File: config.mk
export PLATFORM = sky130hd
export DESIGN_NAME = uart_rx_packet_ctrl_flat
export DESIGN_NICKNAME = d
export VERILOG_FILES = /design/src/rtl/uart_rx_packet_ctrl_if.sv /design/src/rtl/uart_rx_packet_ctrl.sv /design/src/flat_wrapper.sv
export SDC_FILE = /design/constraint.sdc
export NUM_CORES = 1
export LEC_CHECK = 0
export ABC_CLOCK_PERIOD_IN_PS = 2080
export CAP_MARGIN = 30
export CORE_AREA = 2 2 82 84
export DETAILED_ROUTE_END_ITERATION = 8
export DIE_AREA = 0 0 84 86
export GPL_TIMING_DRIVEN = 0
export PLACE_DENSITY = 0.77
export SKIP_LAST_GASP = 1
export SYNTH_ARGS = -nofsm -noshare
export SYNTH_HDL_FRONTEND = slang
export SYNTH_SLANG_ARGS = --single-unit
export TNS_END_PERCENT = 5
File: constraint.sdc
create_clock -name CLK -period 2.08 [get_ports CLK]
set_input_delay 0.416 -clock CLK [delete_from_list [all_inputs] [get_ports CLK]]
set_output_delay 0.416 -clock CLK [all_outputs]
set_load 0.02 [all_outputs]
File: src/rtl/uart_rx_packet_ctrl_if.sv
// Signal bundle between the UART byte receiver, the packet controller and the application.
// The controller owns the master modport. The receiver/application side uses the slave modport.
interface uart_rx_packet_ctrl_if;
  logic       Rx_Done_Sig;
  logic [7:0] Rx_Data;
  logic       Rx_En_Sig;
  logic       Data_Valid;
  logic [7:0] Data_Out;
  logic [7:0] Data_Idx;
  logic       Pkt_Done_Sig;
  logic [7:0] Pkt_Len;
  logic       Pkt_Err_Sig;
  logic [1:0] Err_Code;

  modport master (
    input  Rx_Done_Sig, Rx_Data,
    output Rx_En_Sig, Data_Valid, Data_Out, Data_Idx,
           Pkt_Done_Sig, Pkt_Len, Pkt_Err_Sig, Err_Code
  );

  modport slave (
    output Rx_Done_Sig, Rx_Data,
    input  Rx_En_Sig, Data_Valid, Data_Out, Data_Idx,
           Pkt_Done_Sig, Pkt_Len, Pkt_Err_Sig, Err_Code
  );
endinterface

File: src/rtl/uart_rx_packet_ctrl.sv
// Packet controller for the UART receiver. It parses HEADER, LEN, payload and checksum frames.
// Optional inter-byte timeout: define RX_PKT_TIMEOUT_EN.
module uart_rx_packet_ctrl #(
  parameter logic [7:0]  HEADER         = 8'hAA,
  parameter int unsigned MAX_LEN        = 16,
  parameter int unsigned TIMEOUT_CYCLES = 1000000
) (
  input  logic                 CLK,
  input  logic                 RST_n,
  input  logic                 Ctrl_En,
  uart_rx_packet_ctrl_if.master bus
);

  typedef enum logic [2:0] {
    IDLE = 3'd0,
    HDR  = 3'd1,
    LEN  = 3'd2,
    DATA = 3'd3,
    SUM  = 3'd4,
    DONE = 3'd5,
    ERR  = 3'd6
  } state_t;

  localparam logic [7:0] MAX_LEN_B = 8'(MAX_LEN);

  if ((MAX_LEN < 1) || (MAX_LEN > 255)) begin : g_bad_max_len
    $error("MAX_LEN must be in 1..255");
  end
  if (TIMEOUT_CYCLES < 2) begin : g_bad_timeout
    $error("TIMEOUT_CYCLES must be at least 2");
  end

  function automatic logic [7:0] sum8(input logic [7:0] acc, input logic [7:0] b);
    return acc + b;
  endfunction

  state_t     state_q, state_d;
  logic [7:0] len_n_q, len_n_d;
  logic [7:0] cnt_q, cnt_d;
  logic [7:0] sum_q, sum_d;
  logic       rx_en_q, rx_en_d;
  logic       dv_q, dv_d;
  logic [7:0] dout_q, dout_d;
  logic [7:0] didx_q, didx_d;
  logic       done_q, done_d;
  logic [7:0] plen_q, plen_d;
  logic       err_q, err_d;
  logic [1:0] code_q, code_d;
  logic       timeout_s;

`ifdef RX_PKT_TIMEOUT_EN
  localparam int unsigned TW = $clog2(TIMEOUT_CYCLES + 1);
  localparam logic [TW-1:0] TMAX = TW'(TIMEOUT_CYCLES - 1);
  logic [TW-1:0] timer_q, timer_d;
  logic          timing_s;

  // Inter-byte timer: runs only while a packet is in flight and restarts on each byte or state change.
  always_comb begin
    timing_s = (state_q == LEN) || (state_q == DATA) || (state_q == SUM);
    timeout_s = timing_s && !bus.Rx_Done_Sig && (timer_q == TMAX);
    if (bus.Rx_Done_Sig || (state_d != state_q) || !timing_s) begin
      timer_d = '0;
    end else begin
      timer_d = timer_q + TW'(1);
    end
  end

  // Timer register.
  always_ff @(posedge CLK or negedge RST_n) begin
    if (!RST_n) begin
      timer_q <= '0;
    end else begin
      timer_q <= timer_d;
    end
  end
`else
  assign timeout_s = 1'b0;
`endif

  // Next-state and next-output logic. Outputs are derived from the transition, so they line up with state_q.
  always_comb begin
    state_d  = state_q;
    len_n_d  = len_n_q;
    cnt_d    = cnt_q;
    sum_d    = sum_q;
    dv_d     = 1'b0;
    dout_d   = dout_q;
    didx_d   = didx_q;
    done_d   = 1'b0;
    plen_d   = plen_q;
    err_d    = 1'b0;
    code_d   = code_q;
    if (!Ctrl_En) begin
      state_d = IDLE;
    end else begin
      case (state_q)
        IDLE: state_d = HDR;
        HDR: begin
          if (bus.Rx_Done_Sig && (bus.Rx_Data == HEADER)) begin
            state_d = LEN;
          end else begin
            state_d = HDR;
          end
        end
        LEN: begin
          if (bus.Rx_Done_Sig) begin
            if ((bus.Rx_Data == 8'd0) || (bus.Rx_Data > MAX_LEN_B)) begin
              state_d = ERR;
              err_d   = 1'b1;
              code_d  = 2'b01;
            end else begin
              state_d = DATA;
              len_n_d = bus.Rx_Data;
              cnt_d   = 8'd0;
              sum_d   = 8'd0;
            end
          end else if (timeout_s) begin
            state_d = ERR;
            err_d   = 1'b1;
            code_d  = 2'b11;
          end else begin
            state_d = LEN;
          end
        end
        DATA: begin
          if (bus.Rx_Done_Sig) begin
            dv_d   = 1'b1;
            dout_d = bus.Rx_Data;
            didx_d = cnt_q;
            sum_d  = sum8(sum_q, bus.Rx_Data);
            cnt_d  = cnt_q + 8'd1;
            if (cnt_q == (len_n_q - 8'd1)) begin
              state_d = SUM;
            end else begin
              state_d = DATA;
            end
          end else if (timeout_s) begin
            state_d = ERR;
            err_d   = 1'b1;
            code_d  = 2'b11;
          end else begin
            state_d = DATA;
          end
        end
        SUM: begin
          if (bus.Rx_Done_Sig) begin
            if (bus.Rx_Data == sum_q) begin
              state_d = DONE;
              done_d  = 1'b1;
              plen_d  = len_n_q;
            end else begin
              state_d = ERR;
              err_d   = 1'b1;
              code_d  = 2'b10;
            end
          end else if (timeout_s) begin
            state_d = ERR;
            err_d   = 1'b1;
            code_d  = 2'b11;
          end else begin
            state_d = SUM;
          end
        end
        DONE:    state_d = HDR;
        ERR:     state_d = HDR;
        default: state_d = IDLE;
      endcase
    end
    rx_en_d = (state_d == HDR) || (state_d == LEN) || (state_d == DATA) || (state_d == SUM);
  end

  // State and registered outputs.
  always_ff @(posedge CLK or negedge RST_n) begin
    if (!RST_n) begin
      state_q <= IDLE;
      len_n_q <= 8'd0;
      cnt_q   <= 8'd0;
      sum_q   <= 8'd0;
      rx_en_q <= 1'b0;
      dv_q    <= 1'b0;
      dout_q  <= 8'd0;
      didx_q  <= 8'd0;
      done_q  <= 1'b0;
      plen_q  <= 8'd0;
      err_q   <= 1'b0;
      code_q  <= 2'b00;
    end else begin
      state_q <= state_d;
      len_n_q <= len_n_d;
      cnt_q   <= cnt_d;
      sum_q   <= sum_d;
      rx_en_q <= rx_en_d;
      dv_q    <= dv_d;
      dout_q  <= dout_d;
      didx_q  <= didx_d;
      done_q  <= done_d;
      plen_q  <= plen_d;
      err_q   <= err_d;
      code_q  <= code_d;
    end
  end

  assign bus.Rx_En_Sig    = rx_en_q;
  assign bus.Data_Valid   = dv_q;
  assign bus.Data_Out     = dout_q;
  assign bus.Data_Idx     = didx_q;
  assign bus.Pkt_Done_Sig = done_q;
  assign bus.Pkt_Len      = plen_q;
  assign bus.Pkt_Err_Sig  = err_q;
  assign bus.Err_Code     = code_q;

endmodule

File: src/flat_wrapper.sv
// flat-port wrapper written by rule: the top's interface ports become plain ports
module uart_rx_packet_ctrl_flat 
#(
  parameter logic [7:0]  HEADER         = 8'hAA,
  parameter int unsigned MAX_LEN        = 16,
  parameter int unsigned TIMEOUT_CYCLES = 1000000
)
  (CLK, RST_n, Ctrl_En, bus_Rx_Done_Sig, bus_Rx_Data, bus_Rx_En_Sig, bus_Data_Valid, bus_Data_Out, bus_Data_Idx, bus_Pkt_Done_Sig, bus_Pkt_Len, bus_Pkt_Err_Sig, bus_Err_Code);
  uart_rx_packet_ctrl_if bus_i ();
  input  logic CLK;
  input  logic RST_n;
  input  logic Ctrl_En;
  input wire logic [$bits(bus_i.Rx_Done_Sig)-1:0] bus_Rx_Done_Sig;
  input wire logic [$bits(bus_i.Rx_Data)-1:0] bus_Rx_Data;
  output wire logic [$bits(bus_i.Rx_En_Sig)-1:0] bus_Rx_En_Sig;
  output wire logic [$bits(bus_i.Data_Valid)-1:0] bus_Data_Valid;
  output wire logic [$bits(bus_i.Data_Out)-1:0] bus_Data_Out;
  output wire logic [$bits(bus_i.Data_Idx)-1:0] bus_Data_Idx;
  output wire logic [$bits(bus_i.Pkt_Done_Sig)-1:0] bus_Pkt_Done_Sig;
  output wire logic [$bits(bus_i.Pkt_Len)-1:0] bus_Pkt_Len;
  output wire logic [$bits(bus_i.Pkt_Err_Sig)-1:0] bus_Pkt_Err_Sig;
  output wire logic [$bits(bus_i.Err_Code)-1:0] bus_Err_Code;
  assign bus_i.Rx_Done_Sig = bus_Rx_Done_Sig;
  assign bus_i.Rx_Data = bus_Rx_Data;
  assign bus_Rx_En_Sig = bus_i.Rx_En_Sig;
  assign bus_Data_Valid = bus_i.Data_Valid;
  assign bus_Data_Out = bus_i.Data_Out;
  assign bus_Data_Idx = bus_i.Data_Idx;
  assign bus_Pkt_Done_Sig = bus_i.Pkt_Done_Sig;
  assign bus_Pkt_Len = bus_i.Pkt_Len;
  assign bus_Pkt_Err_Sig = bus_i.Pkt_Err_Sig;
  assign bus_Err_Code = bus_i.Err_Code;
  uart_rx_packet_ctrl #(.HEADER(HEADER), .MAX_LEN(MAX_LEN), .TIMEOUT_CYCLES(TIMEOUT_CYCLES)) u_core (.CLK(CLK), .RST_n(RST_n), .Ctrl_En(Ctrl_En), .bus(bus_i));
endmodule
==> results.toml, run 1 <==
[global_routing]
grtUsageTotal_pct = 20.4
grt_pass1_wl_mm = 11.8
grt_use_met1_pct = 26.1
grt_pass1_vias = 2512
gr-usage-met2_pct = 34.2
grt-ovfl-total = 0
antenna_found_initial = 0
grt_use_met3_pct = 4.23
grt_max_degree = 42
busiest_layer = "met2"

[timing]
worstMarginPinSlew_ps = 527
rsz0062_at_grt = "true"
setup_viol = 5
max_freq_mhz = 475
postLayoutSetupSlackWorst_ps = -26.9
relSlewSlack_pct = 64.7
period_minus_slack_ps = 2110
hold_slack_ps = 10.7
drv_slew = 0
period_share_pct = 101
hold_viol = 0
fin_skew_ps = 9.59
tns_ps = -94.8

[clock_tree]
clock_sinks = 57
clock_latency_ps = 330
cts_tree = "yes"
htreeDepth = 3
clock_path_buffers = 2
postCtsHoldBufs = 0
numCtsBuffers = 9
root_buffer = "clkbuf_8"
clk_pin_slew_worst_paths_ps = 60

[finish]
fillers = 542
final_common_cell = "nand2_1"
num_antenna_cells = 0
nNetsFinal = 406
final_area_mm2 = 0.00393
instances_no_fill = 463
area_growth_pct = 31.4
layout_common_cells = "nand2_1, dfrtp_1, clkdlybuf4s50_1"
drive_above_1_share_pct = 18.4

[setup_path]
worst_path_max_delay_cell = "or4_4"
cpPeakStageDelay_ps = 570
r2r-start = "u_core.sum_q[6]"
path_class = "flip-flop to flip-flop"
cp_max_fo = 7
cp-end-kind = "flip-flop"
cp-startpoint = "u_core.sum_q[6]"
arrival_ps = 2330
ff2ff_path_depth = 6
cp-endpoint = "u_core.bus.Pkt_Len[6]"
startpoint_type = "flip-flop"
cp_cell_sequence = "ha_4 > or4_4 > nor4_4 > nand3_2 > buf_6 > mux2_4"
worstReg2RegEnd = "u_core.bus.Pkt_Len[6]"
r2r_slack_ps = -30
cp_data_required_time_ps = 2300

[floorplanning]
die_w_um = 84
die_area_mm2 = 0.00722
core-area_mm2 = 0.00628
std_cell_rows = 29
start_util_pct = 47.6
ios = 42
die-height_um = 86

[place]
post-place-cells = 436
dpl-instance-area_mm2 = 0.00359
hpwl_mm = 5.01
preCtsSetupSlack_ps = -822
place.gp.congestion = 0.830
port_buffers = 41

[outcome]
outcome = "finished, violations left"
violations = "setup timing"

[power_and_ir_drop]
irDropWorstVdd_uv = 320
p_leak_nw = 1.81
cellPowerDensity_mw_per_mm2 = 538

[detailed_routing]
via_per_inst = 5.62
dr.pass1.iters = 5
num_vias = 2601
drt_iter0_markers = 130
ant_nets = 0
post_drt_wl_per_cell_um = 15.6
drc = 0
routed_wl_mm = 7.24

[synth]
avgSynthCellArea_um2 = 9.43
post_synth_num_cell_types = 56
synth-edff-count = 0
syn-instance-count = 317
ys_ff_latch = 57
synthArstFlopShare_pct = 100
syn_area_mm2 = 0.00299
synth.net_count = 339
yosysSeqAreaShare_pct = 47.7
yosysWarnings = 0
ys.flop_type = "dfrtp_1"

[job]
cap_violations = 0

[hold_path]
hp-class = "primary input to asynchronous set/reset pin"
[worst min path at each step]
stage | slack (ps) | startpoint | endpoint | cells after the start
global route | 30 | RST_n | u_core.bus.Data_Idx[2] | 1
finish | 10 | RST_n | u_core.bus.Data_Idx[2] | 1
global placement | 460 | u_core.bus.Data_Idx[6] | u_core.bus.Data_Idx[6] | 2
detailed placement | 370 | RST_n | u_core.bus.Data_Idx[2] | 1
floorplan | 120 | RST_n | u_core.bus.Data_Idx[0] | 0
CTS | 20 | RST_n | u_core.bus.Data_Idx[2] | 1
[cells by family after synthesis]
logic type,share of synthesized area [%]
DFF,47.7
and+or+nand+nor,25.0
AOI/OAI and AO/OA,11.8
xor gates and xnor gates,4.69
adders and majority gates,4.44
buffers and inverters,2.72
muxes,3.60
[final cells by class]
type / count / area, um2 / area share (%)
Timing Repair Buffer: 56 / 527 / 13.4
Inverter: 7 / 26.3 / 0.669
Clock inverter: 1 / 5.00 / 0.127
Buffer: 12 / 60.1 / 1.53
Clock buffer: 12 / 145 / 3.70
Sequential cell: 57 / 1430 / 36.3
Tap cell: 77 / 96.3 / 2.45
Multi-Input combinational cell: 241 / 1640 / 41.8
[registers in the layout, summed over array words and instances, names as in the netlist]
name	count
u_core.bus.Pkt_Len	8
u_core.bus.Err_Code	2
u_core.bus.Pkt_Done_Sig	1
u_core.bus.Rx_En_Sig	1
u_core.sum_q	8
u_core.bus.Data_Idx	8
u_core.len_n_q	8
u_core.bus.Data_Valid	1
u_core.cnt_q	8
u_core.bus.Pkt_Err_Sig	1
u_core.bus.Data_Out	8
u_core.state_q	3
[metrics by stage]
step,total power [mW],utilization (%)
floorplan,1.20,-
global placement,1.28,57.0
detailed placement,1.29,57.2
CTS,2.12,60.5
global route,2.20,62.6
finish,2.11,62.6
[routing by layer]
metal | up-vias | routed length [um]
met1 | 1268 | 3130
li1 | 1236 | -
met2 | 82 | 3590
met5 | - | 0
met3 | 15 | 413
met4 | 0 | 114
[power breakdown]
part           switching (mW)  total, mW  internal, mW
logic                  0.0874      0.149        0.0611
clock network           0.397      0.840         0.443
registers             0.00845       1.13          1.12
[synth_stat cells, drive strengths merged (7+ instances only)]
| master | number | share of area [%] |
|---|---|---|
| nand2 | 84 | 11 |
| dfrtp | 57 | 48 |
| o21ai | 19 | 3.2 |
| nor2 | 17 | 2.1 |
| xor2 | 11 | 3.2 |
| nand3 | 10 | 1.8 |
| a21oi | 9 | 1.5 |
| ha | 9 | 3.8 |
| mux2 | 8 | 3.3 |
| nor3 | 7 | 1.2 |
[what timing repair did]
| action | 4_1_cts | 5_1_grt |
|---|---|---|
| setup buffers | 6 | 8 |
| gates resized for setup | 20 | 20 |
| pin swaps | 4 | 11 |
| endpoints found under the setup margin | 39 | 41 |
| endpoints found under the hold margin | 0 | 0 |
[critical path, delay by kind of cell (launching register included)]
kind	cells	cell delay, ps
and+or+nand+nor	3	910
DFF	1	410
buffers and inverters	1	170
muxes	1	290
adders and majority gates	1	230
Note: power is estimated with default switching activity, not from simulation.
==> inputs of run 2 (changes only) <==
--- a/config.mk
+++ b/config.mk
@@ -6,10 +6,10 @@
 export NUM_CORES = 1
 export LEC_CHECK = 0
 export ABC_CLOCK_PERIOD_IN_PS = 2080
-export CAP_MARGIN = 30
 export CORE_AREA = 2 2 82 84
 export DETAILED_ROUTE_END_ITERATION = 8
 export DIE_AREA = 0 0 84 86
+export GPL_ROUTABILITY_DRIVEN = 0
 export GPL_TIMING_DRIVEN = 0
 export PLACE_DENSITY = 0.77
 export SKIP_LAST_GASP = 1
==> results of run 2 <==
Final layout, timing and power as in run 1 (identical DEF).
